### src/rtl/square_decode.sv
// Square-wave decoder: measures alternating +/-volume runs, locks onto a stable
// half period and flags runs that break the pattern or never end.
module square_decode #(
  parameter int DATA_WIDTH  = 16,
  parameter int COUNT_WIDTH = 21,
  parameter int TOLERANCE   = 0,
  parameter int MAX_RUN     = 2**21 - 1
) (
  input  logic                   clk_i,
  input  logic                   rst_i,
  input  logic                   enable_i,
  input  logic [DATA_WIDTH-1:0]  square_wave_i,
  output logic [COUNT_WIDTH-1:0] half_period_o,
  output logic [DATA_WIDTH-1:0]  volume_o,
  output logic                   locked_o,
  output logic                   valid_o,
  output logic                   error_o
);

  typedef enum logic [2:0] {IDLE, SYNC, RUN1, RUN2, LOCKED} state_e;

  localparam logic [COUNT_WIDTH-1:0] ONE_CNT    = COUNT_WIDTH'(1);
  localparam logic [COUNT_WIDTH-1:0] MAX_CNT    = COUNT_WIDTH'(MAX_RUN);
  localparam logic [COUNT_WIDTH-1:0] MAX_CNT_M1 = COUNT_WIDTH'(MAX_RUN - 1);
  localparam logic [COUNT_WIDTH-1:0] TOL_CNT    = COUNT_WIDTH'(TOLERANCE);
  localparam logic [DATA_WIDTH-1:0]  MIN_LVL    = {1'b1, {(DATA_WIDTH-1){1'b0}}};

  state_e                 state_q, state_d;
  logic [DATA_WIDTH-1:0]  prev_sample_q;
  logic [COUNT_WIDTH-1:0] run_cnt_q, run_cnt_d;
  logic [COUNT_WIDTH-1:0] len_a_q, len_a_d;
  logic [DATA_WIDTH-1:0]  lvl_a_q, lvl_a_d;
  logic [COUNT_WIDTH-1:0] half_period_q, half_period_d;
  logic [DATA_WIDTH-1:0]  volume_q, volume_d;
  logic                   locked_q, locked_d;
  logic                   valid_q, valid_d;
  logic                   error_q, error_d;

  logic                   edge_det;
  logic                   timeout;
  logic                   pair_match;
  logic                   run_accept;
  logic [DATA_WIDTH-1:0]  lvl_a_neg;
  logic [DATA_WIDTH-1:0]  vol_neg;
  logic [COUNT_WIDTH-1:0] run_diff;

  always_comb begin
    edge_det  = (square_wave_i != prev_sample_q);
    lvl_a_neg = -lvl_a_q;
    vol_neg   = -volume_q;
    run_diff  = (run_cnt_q >= half_period_q) ? (run_cnt_q - half_period_q)
                                             : (half_period_q - run_cnt_q);
    if (edge_det)
      run_cnt_d = ONE_CNT;
    else if (run_cnt_q == MAX_CNT)
      run_cnt_d = run_cnt_q;
    else
      run_cnt_d = run_cnt_q + ONE_CNT;
    // Fires only on the clock where the counter first reaches saturation.
    timeout    = !edge_det && (run_cnt_q == MAX_CNT_M1);
    pair_match = (run_cnt_q == len_a_q) && (prev_sample_q == lvl_a_neg) &&
                 (lvl_a_q != '0) && (lvl_a_q != MIN_LVL);
    run_accept = (run_diff <= TOL_CNT) && (prev_sample_q == lvl_a_neg) &&
                 ((prev_sample_q == volume_q) || (prev_sample_q == vol_neg));
  end

  always_comb begin
    state_d       = state_q;
    len_a_d       = len_a_q;
    lvl_a_d       = lvl_a_q;
    half_period_d = half_period_q;
    volume_d      = volume_q;
    locked_d      = locked_q;
    valid_d       = 1'b0;
    error_d       = 1'b0;
    if (!enable_i) begin
      state_d  = IDLE;
      locked_d = 1'b0;
    end else begin
      case (state_q)
        IDLE: state_d = SYNC;
        SYNC: if (edge_det) state_d = RUN1;
        RUN1: begin
          if (edge_det) begin
            len_a_d = run_cnt_q;
            lvl_a_d = prev_sample_q;
            state_d = RUN2;
          end else if (timeout) begin
            error_d = 1'b1;
            state_d = SYNC;
          end
        end
        RUN2: begin
          if (edge_det) begin
            // lvl_a always tracks the level of the run just finished.
            len_a_d = run_cnt_q;
            lvl_a_d = prev_sample_q;
            if (pair_match) begin
              state_d       = LOCKED;
              half_period_d = len_a_q;
              volume_d      = lvl_a_q[DATA_WIDTH-1] ? lvl_a_neg : lvl_a_q;
              locked_d      = 1'b1;
              valid_d       = 1'b1;
            end
          end else if (timeout) begin
            error_d = 1'b1;
            state_d = SYNC;
          end
        end
        LOCKED: begin
          if (edge_det) begin
            len_a_d = run_cnt_q;
            lvl_a_d = prev_sample_q;
            if (run_accept) begin
              valid_d = 1'b1;
            end else begin
              error_d  = 1'b1;
              locked_d = 1'b0;
              state_d  = RUN2;
            end
          end else if (timeout) begin
            error_d  = 1'b1;
            locked_d = 1'b0;
            state_d  = SYNC;
          end
        end
        default: state_d = IDLE;
      endcase
    end
  end

  always_ff @(posedge clk_i or posedge rst_i) begin
    if (rst_i) begin
      state_q       <= IDLE;
      prev_sample_q <= '0;
      run_cnt_q     <= '0;
      len_a_q       <= '0;
      lvl_a_q       <= '0;
      half_period_q <= '0;
      volume_q      <= '0;
      locked_q      <= 1'b0;
      valid_q       <= 1'b0;
      error_q       <= 1'b0;
    end else begin
      state_q       <= state_d;
      prev_sample_q <= square_wave_i;
      run_cnt_q     <= run_cnt_d;
      len_a_q       <= len_a_d;
      lvl_a_q       <= lvl_a_d;
      half_period_q <= half_period_d;
      volume_q      <= volume_d;
      locked_q      <= locked_d;
      valid_q       <= valid_d;
      error_q       <= error_d;
    end
  end

  assign half_period_o = half_period_q;
  assign volume_o      = volume_q;
  assign locked_o      = locked_q;
  assign valid_o       = valid_q;
  assign error_o       = error_q;

endmodule

### config.mk
export PLATFORM = sky130hd
export DESIGN_NAME = square_decode
export DESIGN_NICKNAME = d
export VERILOG_FILES = /design/src/rtl/square_decode.sv
export SDC_FILE = /design/constraint.sdc
export NUM_CORES = 1
export LEC_CHECK = 0
export CORE_MARGIN = 4
export CORE_UTILIZATION = 50
export CTS_BUF_LIST = sky130_fd_sc_hd__clkbuf_4
export CTS_CLUSTER_DIAMETER = 60
export DETAILED_ROUTE_END_ITERATION = 8
export GPL_TIMING_DRIVEN = 1
export PLACE_DENSITY = 0.69
export REMOVE_ABC_BUFFERS = 1
export SLEW_MARGIN = 10
export SYNTH_ARGS = -nofsm -noshare
export SYNTH_HDL_FRONTEND = slang
export SYNTH_SLANG_ARGS = --single-unit
### constraint.sdc
create_clock -name clk_i -period 12.34 [get_ports clk_i]
set_clock_uncertainty 0.2 [all_clocks]
set_input_delay 1.851 -clock clk_i [delete_from_list [all_inputs] [get_ports clk_i]]
set_output_delay 1.851 -clock clk_i [all_outputs]
set_load 0.02 [all_outputs]
Word-level counts from Yosys, hierarchy flattened. Index checks and enable logic that the tools add are counted. W data, S select, Z words.

Register bits after elaboration: 117. Bits of input ports: 19. Output and inout bits: 40.

Add/sub/neg operators: 5. $lt $le $gt $ge: 2. Equality and inequality tests: 20. Mux-type cells: 32. Reductions and logical operators: 16.

Operator list (number): $mux W21 (3); $eq A16 B16 Y1 (3); $eq A21 B21 Y1 const B (2); $sub A21 B21 Y21 (2); $neg A16 Y16 (2); $mux W3 (8); $add A21 B1 Y21 const B (1); $eq A21 B21 Y1 (1); $ge A21 B21 Y1 (1); $le A21 B1 Y1 const B (1); $mux W1 (16); $mux W16 (1); $ne A16 B16 Y1 (1); $ne A16 B16 Y1 const B (1); $reduce_bool A16 Y1 (1); $pmux W3 S5 (1); $ne A4 B4 Y1 const B (3); $ne A3 B3 Y1 const B (3); $eq A3 B2 Y1 const B (2); $logic_and A1 B1 Y1 (6); $pmux W1 S2 (3); $reduce_and A3 Y1 (2); $reduce_and A5 Y1 (1); $reduce_and A4 Y1 (1); other kinds (9) (9).

Logic depth before layout (Yosys ltp). Gate-level depths: netlist of run 1.

Depth in word-level cells: 9. Depth in mapped cells: 14.

Worst setup path before layout of run 1. OpenSTA, ideal clock, no wires.

Path type: input -> register. Start: input square_wave_i[14]. End: register half_period_q[0], in the netlist half_period_o[0]. Data arrival time: 3785 ps. Path slack: 8230 ps. Stages on the path: 9. Path buffers: 2. Path through: xor2_1 nor4_1 nand4_1 nor2b_1 and2_1 nand4bb_1 clkbuf_1 clkbuf_1 mux2_2.

Word-level cells in the longest chain between the ends: 2.

Ends and longest elaborated chain: from (decl) (line 12) `input logic [DATA_WIDTH-1:0] square_wave_i,`; $ne A16 B16 Y1 (line 48) `edge_det = (square_wave_i != prev_sample_q);`; $reduce_and A4 Y1 (no source line); to (signal assigned) (line 150) `half_period_q <= half_period_d;`; to (decl) (line 33) `logic [COUNT_WIDTH-1:0] half_period_q, half_period_d;`.

No other way between the ends. A chain may end at the register's enable or synchronous reset.

Worst setup path after layout of run 1.
Start: register lvl_a_q[4]. End: register error_q, in the netlist error_o.

Word-level cells in the longest chain between the ends: 8.

Ends and longest elaborated chain: from (decl) (line 32) `logic [DATA_WIDTH-1:0] lvl_a_q, lvl_a_d;`; from (signal assigned) (line 149) `lvl_a_q <= lvl_a_d;`; $neg A16 Y16 (line 49) `lvl_a_neg = -lvl_a_q;`; $eq A16 B16 Y1 (line 63) `run_accept = (run_diff <= TOL_CNT) && (prev_sample_q == lvl_a_neg) &&`; $logic_and A1 B1 Y1 (2 in series) (line 63); $mux W1 (line 114) `if (run_accept) begin`; $mux W1 (line 111) `if (edge_det) begin`; $pmux W1 S2 (line 80) `case (state_q)`; $mux W1 (line 76) `if (!enable_i) begin`; net error_d (line 37) `logic error_q, error_d;`; to (signal assigned) (line 154) `error_q <= error_d;`; to (decl) (line 37).

The timed path passes the listed nets, and every way through them passes these cells.

==> results of run 1 <==
[critical path, cell delays in order, from the launching register on]
cell	delay [ns]
dfrtp_1	0.51
nor3_1	0.54
nand3_1	0.34
nor4b_1	0.52
ha_1	0.34
xor2_1	0.14
nand4_1	0.11
or4_1	0.50
or3_1	0.40
nor4b_1	0.24
and2_1	0.15
or4b_4	0.49
a32o_1	0.25
[per-stage QoR]
stage | setup WS (ns) | hold slack [ns]
final | 7.485 | 0.3478
after global routing | 7.199 | 0.3786
after CTS | 7.555 | 0.3468
after detailed placement | 7.007 | 0.3158
after global placement | 7.016 | 0.3079
after floorplan | 7.059 | 0.2865
[Yosys cell counts, types with 3 or more instances]
| master | instances | area, um2 |
|---|---|---|
| or4_4 | 3 | 33.78 |
| nor3_1 | 26 | 130.1 |
| o21ai_0 | 69 | 345.3 |
| inv_1 | 58 | 217.7 |
| and3_1 | 5 | 31.28 |
| o21a_1 | 10 | 75.07 |
| nor2b_1 | 13 | 81.33 |
| a31oi_1 | 8 | 50.05 |
| o31ai_1 | 8 | 60.06 |
| xor2_1 | 76 | 665.6 |
| o41ai_1 | 3 | 26.28 |
| clkbuf_1 | 47 | 176.4 |
| a211o_1 | 3 | 26.28 |
| mux2i_1 | 8 | 80.08 |
| a21oi_1 | 53 | 265.3 |
| mux2_2 | 40 | 450.4 |
| xnor2_1 | 58 | 508.0 |
| or4_1 | 4 | 30.03 |
| nor4b_1 | 5 | 43.79 |
| nand4_1 | 15 | 93.84 |
| nor4_1 | 27 | 168.9 |
| a211oi_1 | 9 | 67.56 |
| nor3b_1 | 3 | 22.52 |
| or3_1 | 13 | 81.33 |
| a21boi_0 | 7 | 52.55 |
| dfrtp_1 | 117 | 2928 |
| nand2_1 | 93 | 349.1 |
| nand2b_1 | 7 | 43.79 |
| ha_1 | 46 | 575.6 |
| nand3_1 | 29 | 145.1 |
| a21o_1 | 7 | 52.55 |
| and4_1 | 5 | 43.79 |
| o21bai_1 | 9 | 67.56 |
| and2_1 | 7 | 43.79 |
| o211ai_1 | 6 | 45.04 |
| nor2_1 | 61 | 229.0 |
[flip-flops by register name, summed over array words and instances (netlist names)]
signal and count:
run_cnt_q 21, len_a_q 21, error_o 1, half_period_o 21, lvl_a_q 16, valid_o 1
state_q 3, prev_sample_q 16, locked_o 1, volume_o 16
[cell families (layout without fill, tap and decap cells)]
family / after synthesis / count (layout)
AND/OR/NAND/NOR: 328 / 328
AO/OA/AOI/OAI: 218 / 218
XOR/XNOR: 134 / 134
flip-flops: 117 / 117
buffers and inverters: 110 / 152
multiplexers: 48 / 48
adder cells (fa/ha/maj): 46 / 46
[how the worst max path moves through the flow]
stage / startpoint / to / slack, ns / depth (start not counted)
after floorplan: square_wave_i[14] / half_period_o[0] / 7.06 / 7
after global placement: square_wave_i[15] / half_period_o[3] / 7.02 / 10
after detailed placement: square_wave_i[15] / half_period_o[12] / 7.01 / 10
after CTS: lvl_a_q[4] / error_o / 7.56 / 12
after global routing: lvl_a_q[4] / half_period_o[8] / 7.20 / 11
final: lvl_a_q[4] / error_o / 7.49 / 12
[cell usage in the layout (no fill, tap or decap), drive strengths merged, types with 46 or more instances in the layout]
cell,netlist,routed
dfrtp,117,117
ha,46,46
nor2,61,61
xor2,76,76
a21oi,53,53
inv,58,62
nand2,93,93
xnor2,58,58
o21ai,70,70
clkdlybuf4s50,0,58
[routing by layer]
layer  share of wire [%]  vias to the layer above
met5                   0                        -
met4                 1.2                        0
met3                 5.1                       23
met2                  44                      217
met1                  50                     3585
li1                    -                     3581
[power breakdown]
group	leakage [nW]	internal, mW	switching, mW
combinational	2.58	0.133	0.135
clock	0.172	0.163	0.160
sequential	1.55	0.417	0.0790
total	4.31	0.712	0.374
[cell type report]
type | instances | area [um2]
tap | 225 | 281.5
fill | 1606 | 7433
inverter | 58 | 220.2
sequential | 117 | 2928
multi-input combinational | 774 | 5374
clock buffer | 17 | 127.6
timing repair buffer | 62 | 610.6
clock inverter | 15 | 201.4
==> reports/metrics.yaml, run 1 <==
use_met1_pct: 34.91
cts_inserted_buffers: 17
grt-busiest-layer: "met1"
die_w_um: 140.1
cp_max_fo: 9
detail-route-antenna-nets: 0
port_buffers: 58
avgSynthCellArea_um2: 8.712
dieArea_mm2: 0.01962
status: "complete, no violations"
area_growth_pct: 11.72
start_kind: "register"
maxCapViolCount: 0
synth_compound_area_share_pct: 15.93
post-cts-setup-buffers: 0
slew_headroom_pct: 40.17
yosysSeqAreaShare_pct: 33.57
hpwlAfterDp_mm: 17.11
cts_buffer_depth: 2
place.gp.congestion: 0.9550
synth_mux_area_share_pct: 6.083
cts_sinks: 117
stdcell_count: 1268
finalHoldViolCount: 0
syn_inst: 1001
yosys.area_share.simple_pct: 19.44
postLayoutCellArea_mm2: 0.009743
syn-cell-area_mm2: 0.008721
grt_usage_pct: 22.94
yosys_warnings: 0
worst_ep_arrival_time_ns: 5.06
drive_above_1_share_pct: 8.821
num_io_pins: 59
fin_nets: 1095
overflow: 0
hp-start: "len_a_q[6]"
synth_fa_ha_area_share_pct: 6.600
post_dp_cell_area_mm2: 0.009414
worst_pin_slew_ns: 0.8892
vias_per_cell: 5.841
post-route-period-util_pct: 39.34
grt_pass1_wl_mm: 36.45
path_class: "register to register"
drc: 0
post-route-util_pct: 56.72
yosysUniqueCellTypes: 71
async_flop_share_pct: 100.0
synth_seq_cells: 117
power_mw: 1.085
antenna_found_initial: 0
r2r_cells: 12
cts_tree: "done"
num_vias: 7406
die_h_um: 140.1
use_met2_pct: 34.49
rsz0062_at_grt: "no"
setup-violations-final: 0
fmax_mhz: 206.0
critPathRequiredTime_ns: 12.54
min_to: "len_a_q[6]"
synthXorXnorAreaFrac_pct: 13.46
rows: 48
cts_resized: 0
diodes: 0
grt_max_degree: 61
leakage_nw: 4.307
ff2ff_setup_slack_ns: 7.49
crit-reg2reg-launch: "lvl_a_q[4]"
grt_use_met3_pct: 3.926
r2r_end: "error_o"
drt_pass1_iterations: 5
hold_buffers: 0
h-tree-depth: 4
powerDensity_mw_per_mm2: 111.4
synth_edf_count: 0
grt_pass1_vias: 6825
wl_per_cell_um: 17.75
finalWirelength_mm: 22.50
insertion_delay_ns: 0.53
dpl.cell_count: 1236
synth_top_family_by_area: "simple AND/OR/NAND/NOR gates"
ys.flop_type: "dfrtp_1"
core_mm2: 0.01718
clk_pin_slew_ns: 0.13
initial_core_util_pct: 50.77
cts-root-buf: "clkbuf_4"
critPathCaptureType: "register"
drtIter0Drc: 487
min_delay_path_depth: 2
hold_path_class: "register to register"
post-route-min-period_ns: 4.855
setup_tns_ns: 0
ir_worst_vdd_uv: 84.56
slew_viol_final: 0
Note: power is estimated with default switching activity, not from simulation.
==> run 2, diff against run 1 <==
--- a/config.mk
+++ b/config.mk
@@ -11,7 +11,7 @@
 export CTS_CLUSTER_DIAMETER = 60
 export DETAILED_ROUTE_END_ITERATION = 8
 export GPL_TIMING_DRIVEN = 1
-export PLACE_DENSITY = 0.69
+export PLACE_DENSITY = 0.72
 export REMOVE_ABC_BUFFERS = 1
 export SLEW_MARGIN = 10
 export SYNTH_ARGS = -nofsm -noshare
==> constraint.sdc (replaced) <==
create_clock -name clk_i -period 4 [get_ports clk_i]
set_clock_uncertainty 0.2 [all_clocks]
set_input_delay 0.6 -clock clk_i [delete_from_list [all_inputs] [get_ports clk_i]]
set_output_delay 0.6 -clock clk_i [all_outputs]
set_load 0.02 [all_outputs]
==> run 2 against run 1 <==
Core utilization grew 2.9 points. Total power grew to 3.1 times the previous value. Final cell count grew 4.8%. Hold slack lost 0.050 ns. Largest cell class unchanged. Cell area grew 5.1%. Critical endpoint unchanged. Flip-flop and latch count is the same. Clock power grew to 2.5 times the previous value. Critical path type unchanged. Combinational power grew to 4.3 times the previous value. First-iteration DRC count grew 26%. Sequential power grew to 2.9 times the previous value. Setup slack lost 7.4 ns.
==> reports/metrics.yaml, run 2 (synthesis gave the netlist of run 1 again) <==
status: "complete, no violations"  # unchanged
core_mm2: 0.01718  # unchanged
finalHoldViolCount: 0  # unchanged
initial_core_util_pct: 50.77  # unchanged
drt_pass1_iterations: 5  # unchanged
h-tree-depth: 4  # unchanged
grt_pass1_vias: 7394  # was 6825
vias_per_cell: 5.726  # was 5.841
path_class: "register to register"  # unchanged
layout_commonest_cell: "dfrtp_1"  # unchanged
rsz0062_at_grt: "yes"  # was no
cts-root-buf: "clkbuf_4"  # unchanged
clk_pin_slew_ns: 0.14  # was 0.13 ns
num_vias: 7610  # was 7406
crit-reg2reg-launch: "lvl_a_q[0]"  # was lvl_a_q[4]
powerDensity_mw_per_mm2: 330.4  # was 111.4 mW/mm2
slew_viol_final: 0  # unchanged
die_w_um: 140.1  # unchanged
worst_pin_slew_ns: 0.6903  # was 0.8892 ns
critPathCaptureType: "register"  # unchanged
grt_usage_pct: 24.55  # was 22.94%
cts_sinks: 117  # unchanged
hold_buffers: 0  # unchanged
setup-violations-final: 0  # unchanged
drc: 0  # unchanged
fmax_mhz: 253.2  # was 206.0 MHz
critPathRequiredTime_ns: 4.24  # was 12.54 ns
slew_headroom_pct: 53.98  # was 40.17%
start_kind: "register"  # unchanged
grt_pass1_wl_mm: 39.02  # was 36.45 mm
crit_path_start: "lvl_a_q[0]"  # was lvl_a_q[4]
ir_worst_vdd_uv: 264.8  # was 84.56 uV
fin_nets: 1155  # was 1095
post-route-period-util_pct: 98.75  # was 39.34%
power_mw: 3.385  # was 1.085 mW
dieArea_mm2: 0.01962  # unchanged
overflow: 0  # unchanged
cts_buffer_depth: 2  # unchanged
most-common-layout-cells: "117 x dfrtp_1, 93 x nand2_1, 76 x xor2_1"  # unchanged
worst_ep_arrival_time_ns: 4.19  # was 5.06 ns
antenna_found_initial: 1  # was 0
leakage_nw: 4.616  # was 4.307 nW
cts_tree: "done"  # unchanged
cp_max_fo: 4  # was 9
die_h_um: 140.1  # unchanged
num_io_pins: 59  # unchanged
finalWirelength_mm: 23.95  # was 22.50 mm
hold_path_class: "input port to async pin"  # was register to register
area_growth_pct: 17.45  # was 11.72%
insertion_delay_ns: 0.55  # was 0.53 ns
cts_inserted_buffers: 17  # unchanged
wl_per_cell_um: 18.02  # was 17.75 um
drive_above_1_share_pct: 14.69  # was 8.821%
maxCapViolCount: 0  # unchanged
port_buffers: 58  # unchanged
detail-route-antenna-nets: 0  # unchanged
place.gp.congestion: 0.9791  # was 0.9550
hold_ws_ns: 0.2975  # was 0.3478 ns
post-route-min-period_ns: 3.950  # was 4.855 ns
grt_max_degree: 66  # was 61
drtIter0Drc: 614  # was 487
hpwlAfterDp_mm: 18.55  # was 17.11 mm
rows: 48  # unchanged
==> run 2: per-layer routing <==
layer,GRT usage (%),wire [um],vias to the layer above
met4,4.640,264,0
met2,37.20,10720,210
met1,37.23,11930,3665
li1,-,-,3711
met3,4.302,1030,24
met5,0,0,-
==> run 2: power breakdown <==
| part | switching (mW) | internal [mW] |
|---|---|---|
| logic | 0.612 | 0.541 |
| registers | 0.132 | 1.29 |
| clock network | 0.540 | 0.272 |
| total | 1.28 | 2.10 |
==> run 2: timing repair <==
| action | in CTS | in global routing |
|---|---|---|
| setup endpoints to repair | 4 | 6 |
| buffers inserted | 0 | 1 |
| resized for setup | 3 | 8 |
| pin swaps | 0 | 2 |
==> run 2: area by class of cell <==
| class | count | area, um2 |
|---|---|---|
| diodes | 1 | 2.502 |
| clock inverters | 14 | 122.6 |
| flip-flops and latches | 117 | 2928 |
| fillers | 1544 | 6934 |
| clock buffers | 18 | 135.1 |
| repair buffers | 122 | 1111 |
| inverters | 58 | 220.2 |
| multi-input cells | 774 | 5441 |
| well taps | 225 | 281.5 |
==> run 2: path summary, 6_finish.rpt <==
kind                                     end  slack, ns  depth (start not counted)
setup / recovery                     error_o       0.05                         12
hold / removal                    len_a_q[6]       0.30                          2
setup reg to reg                     error_o       0.05                         12
hold reg to reg                  len_a_q[10]       0.34                          2
max in group asynchronous      run_cnt_q[16]       2.49                          3
min in group clk_i         prev_sample_q[14]       0.33                          1
==> run 2: critical path, cell delays in order (launching register included) <==
cell and delay [ns]:
dfrtp_1 0.43, nor4_4 0.38, nand3_4 0.12, nor4b_4 0.24
ha_1 0.28, xor2_1 0.14, nand4_1 0.11, or4_4 0.45
or3_4 0.40, nor4b_4 0.21, and2_1 0.14, or4b_4 0.50
a32o_1 0.25
==> run 2: stage by stage <==
stage | cells | utilization, % | area, um2 | setup slack, ns | setup TNS, ns
after floorplan | 949 | - | 8509 | -0.8837 | -29.36
after global placement | 1295 | 57.68 | 9907 | 0.04295 | 0
after detailed placement | 1295 | 57.68 | 9907 | -0.07095 | -0.1289
after CTS | 1327 | 59.29 | 10180 | 0.001255 | 0
after global routing | 1329 | 59.63 | 10240 | -0.1299 | -0.3865
final | 1329 | 59.63 | 10240 | 0.04998 | 0
==> run 3, diff against run 2 <==
--- a/config.mk
+++ b/config.mk
@@ -10,7 +10,7 @@
 export CTS_BUF_LIST = sky130_fd_sc_hd__clkbuf_4
 export CTS_CLUSTER_DIAMETER = 60
 export DETAILED_ROUTE_END_ITERATION = 8
-export GPL_TIMING_DRIVEN = 1
+export GPL_TIMING_DRIVEN = 0
 export PLACE_DENSITY = 0.72
 export REMOVE_ABC_BUFFERS = 1
 export SLEW_MARGIN = 10
==> run 3 against run 2 <==
The flow now finishes with violations (negative setup slack). Setup slack worse by 0.22 ns. Total power is 1.9% lower. Routed wire length is 3.4% lower. Die area stayed put. Sequential power is 8% higher. Sequential share of layout area is 0.77 points higher. Combinational power is 17% lower. Critical path type unchanged. Largest cell class unchanged. Highest routed layer unchanged.
==> reports/metrics.yaml, run 3 (synthesis gave the netlist of run 1 again) <==
num_vias: 7442  # was 7610
core_mm2: 0.01718  # unchanged
cts-root-buf: "clkbuf_4"  # unchanged
worst_ep_arrival_time_ns: 4.42  # was 4.19 ns
cts_tree: "done"  # unchanged
post-route-period-util_pct: 104.2  # was 98.75%
most-common-layout-cells: "114 x dfrtp_1, 93 x nand2_1, 76 x xor2_1"  # was 117 x dfrtp_1, 93 x nand2_1, 76 x xor2_1
ff2ff_setup_slack_ns: -0.17  # was 0.05 ns
drive_above_1_share_pct: 11.10  # was 14.69%
grt_pass1_wl_mm: 37.07  # was 39.02 mm
finalWirelength_mm: 23.13  # was 23.95 mm
rsz0062_at_grt: "yes"  # unchanged
r2r_cells: 12  # unchanged
worst_slack_ns: -0.1686  # was 0.04998 ns
insertion_delay_ns: 0.57  # was 0.55 ns
rows: 48  # unchanged
worst_path_largest_cell_delay_ns: 0.49  # was 0.50 ns
cp_max_fo: 5  # was 4
setup_tns_ns: -0.4656  # was 0 ns
post-route-min-period_ns: 4.169  # was 3.950 ns
crit-reg2reg-launch: "lvl_a_q[10]"  # was lvl_a_q[0]
grt_usage_pct: 23.55  # was 24.55%
area_growth_pct: 14.51  # was 17.45%
overflow: 0  # unchanged
hpwlAfterDp_mm: 17.07  # was 18.55 mm
fin_nets: 1106  # was 1155
drc: 0  # unchanged
vias_per_cell: 5.814  # was 5.726
die_h_um: 140.1  # unchanged
hold_buffers: 0  # unchanged
critPathCaptureType: "register"  # unchanged
initial_core_util_pct: 50.77  # unchanged
detail-route-antenna-nets: 0  # unchanged
hold_path_class: "input port to async pin"  # unchanged
r2r_end: "error_o"  # unchanged
maxCapViolCount: 0  # unchanged
wl_per_cell_um: 18.07  # was 18.02 um
slew_viol_final: 0  # unchanged
path_class: "register to register"  # unchanged
powerDensity_mw_per_mm2: 332.3  # was 330.4 mW/mm2
cts_sinks: 117  # unchanged
worst_pin_slew_ns: 1.066  # was 0.6903 ns
place.gp.congestion: 0.9347  # was 0.9791
grt_pass1_vias: 6919  # was 7394
n_fill_cell: 1565  # was 1544
layout_commonest_cell: "dfrtp_1"  # unchanged
die_w_um: 140.1  # unchanged
start_kind: "register"  # unchanged
finalHoldViolCount: 0  # unchanged
grt_max_degree: 84  # was 66
port_buffers: 58  # unchanged
clk_pin_slew_ns: 0.12  # was 0.14 ns
fmax_mhz: 239.9  # was 253.2 MHz
critPathRequiredTime_ns: 4.25  # was 4.24 ns
violations: "negative setup slack"
drt_pass1_iterations: 5  # unchanged
cts_inserted_buffers: 17  # unchanged
drtIter0Drc: 641  # was 614
dieArea_mm2: 0.01962  # unchanged
cts_buffer_depth: 2  # unchanged
num_io_pins: 59  # unchanged
ir_worst_vdd_uv: 216.2  # was 264.8 uV
leakage_nw: 4.400  # was 4.616 nW
crit_slowest_cell: "dfrtp_1"  # was or4b_4
stdcell_count: 1280  # was 1329
crit_path_cell_trace: "nor4_4 -> nand3_2 -> nor4b_4 -> ha_1 -> xor2_1 -> nand4_1 -> or4_4 -> or3_4 -> nor4b_4 -> and2_1 -> or4b_4 -> a32o_1"  # was nor4_4 -> nand3_4 -> nor4b_4 -> ha_1 -> xor2_1 -> nand4_1 -> or4_4 -> or3_4 -> nor4b_4 -> and2_1 -> or4b_4 -> a32o_1
crit_top_cell: "nor4b_4"  # unchanged
h-tree-depth: 4  # unchanged
status: "complete, but fails checks"  # was complete, no violations
setup-violations-final: 4  # was 0
antenna_found_initial: 1  # unchanged
slew_headroom_pct: 28.31  # was 53.98%
dpl.cell_count: 1236  # was 1295
## run 3: cell types whose count changed in the layout (fill, tap and decap cells not counted), sizes merged
cell	before	now
buf	64	14
bufinv	0	1
clkinv	5	2
clkinvlp	3	7
inv	64	62
nand4bb	1	2
## run 3: metrics by stage
stage	hold slack (ns)	worst slack (ns)	cell area [um2]	util, %	total power, mW
2_1_floorplan	0.2865	-0.8837	8509	-	2.147
3_3_place_gp	0.3040	-2.616	9371	54.56	2.346
3_5_place_dp	0.3146	-0.8690	9484	55.22	2.384
4_1_cts	0.1721	-0.1623	9923	57.77	3.312
5_1_grt	0.1764	-0.3533	9986	58.14	3.512
6_report	0.1780	-0.1686	9986	58.14	3.319
## run 3: where the power goes
group	total [mW]	switching [mW]	internal, mW
clock network	0.818	0.502	0.316
registers	1.54	0.256	1.29
logic	0.956	0.485	0.471
## run 3: area by class of cell
| type | instances | area, um2 | area share, % |
|---|---|---|---|
| multi-input combinational | 775 | 5507 | 55.14 |
| sequential | 117 | 2932 | 29.36 |
| timing repair buffer | 72 | 779.5 | 7.806 |
| tap | 225 | 281.5 | 2.819 |
| inverter | 58 | 222.7 | 2.230 |
| clock buffer | 18 | 135.1 | 1.353 |
| clock inverter | 14 | 126.4 | 1.266 |
| antenna | 1 | 2.502 | 0.02506 |
## run 3: worst max-delay path by stage
stage                start                 to  slack, ns
5_1_grt         lvl_a_q[3]         state_q[1]      -0.35
3_5_place_dp    lvl_a_q[4]   half_period_o[1]      -0.87
6_report       lvl_a_q[10]            error_o      -0.17
2_1_floorplan   lvl_a_q[0]   half_period_o[0]      -0.88
3_3_place_gp    lvl_a_q[0]  half_period_o[10]      -2.62
4_1_cts         lvl_a_q[3]            error_o      -0.16
## run 3: routing by layer
metal / track usage, % / vias to the layer above / routed length [um]
li1: - / 3607 / -
met1: 35.10 / 3603 / 11120
met2: 35.91 / 208 / 10440
met3: 4.199 / 24 / 1328
met4: 5.303 / 0 / 240
met5: 0 / - / 0
## run 3: worst max-delay path: cells and delay by family, from the launching register on
family	cells	cell delay [ns]
xor gates and xnor gates	1	0.14
adders and majority gates	1	0.30
and+or+nand+nor	9	2.67
DFF	1	0.49
AOI/OAI and AO/OA	1	0.25
## run 3: timing repair
action / CTS / global route
cloned: 1 / 0
setup buffers: 8 / 2
pin swaps: 7 / 6
gates resized for setup: 17 / 2
setup endpoints to repair: 43 / 16
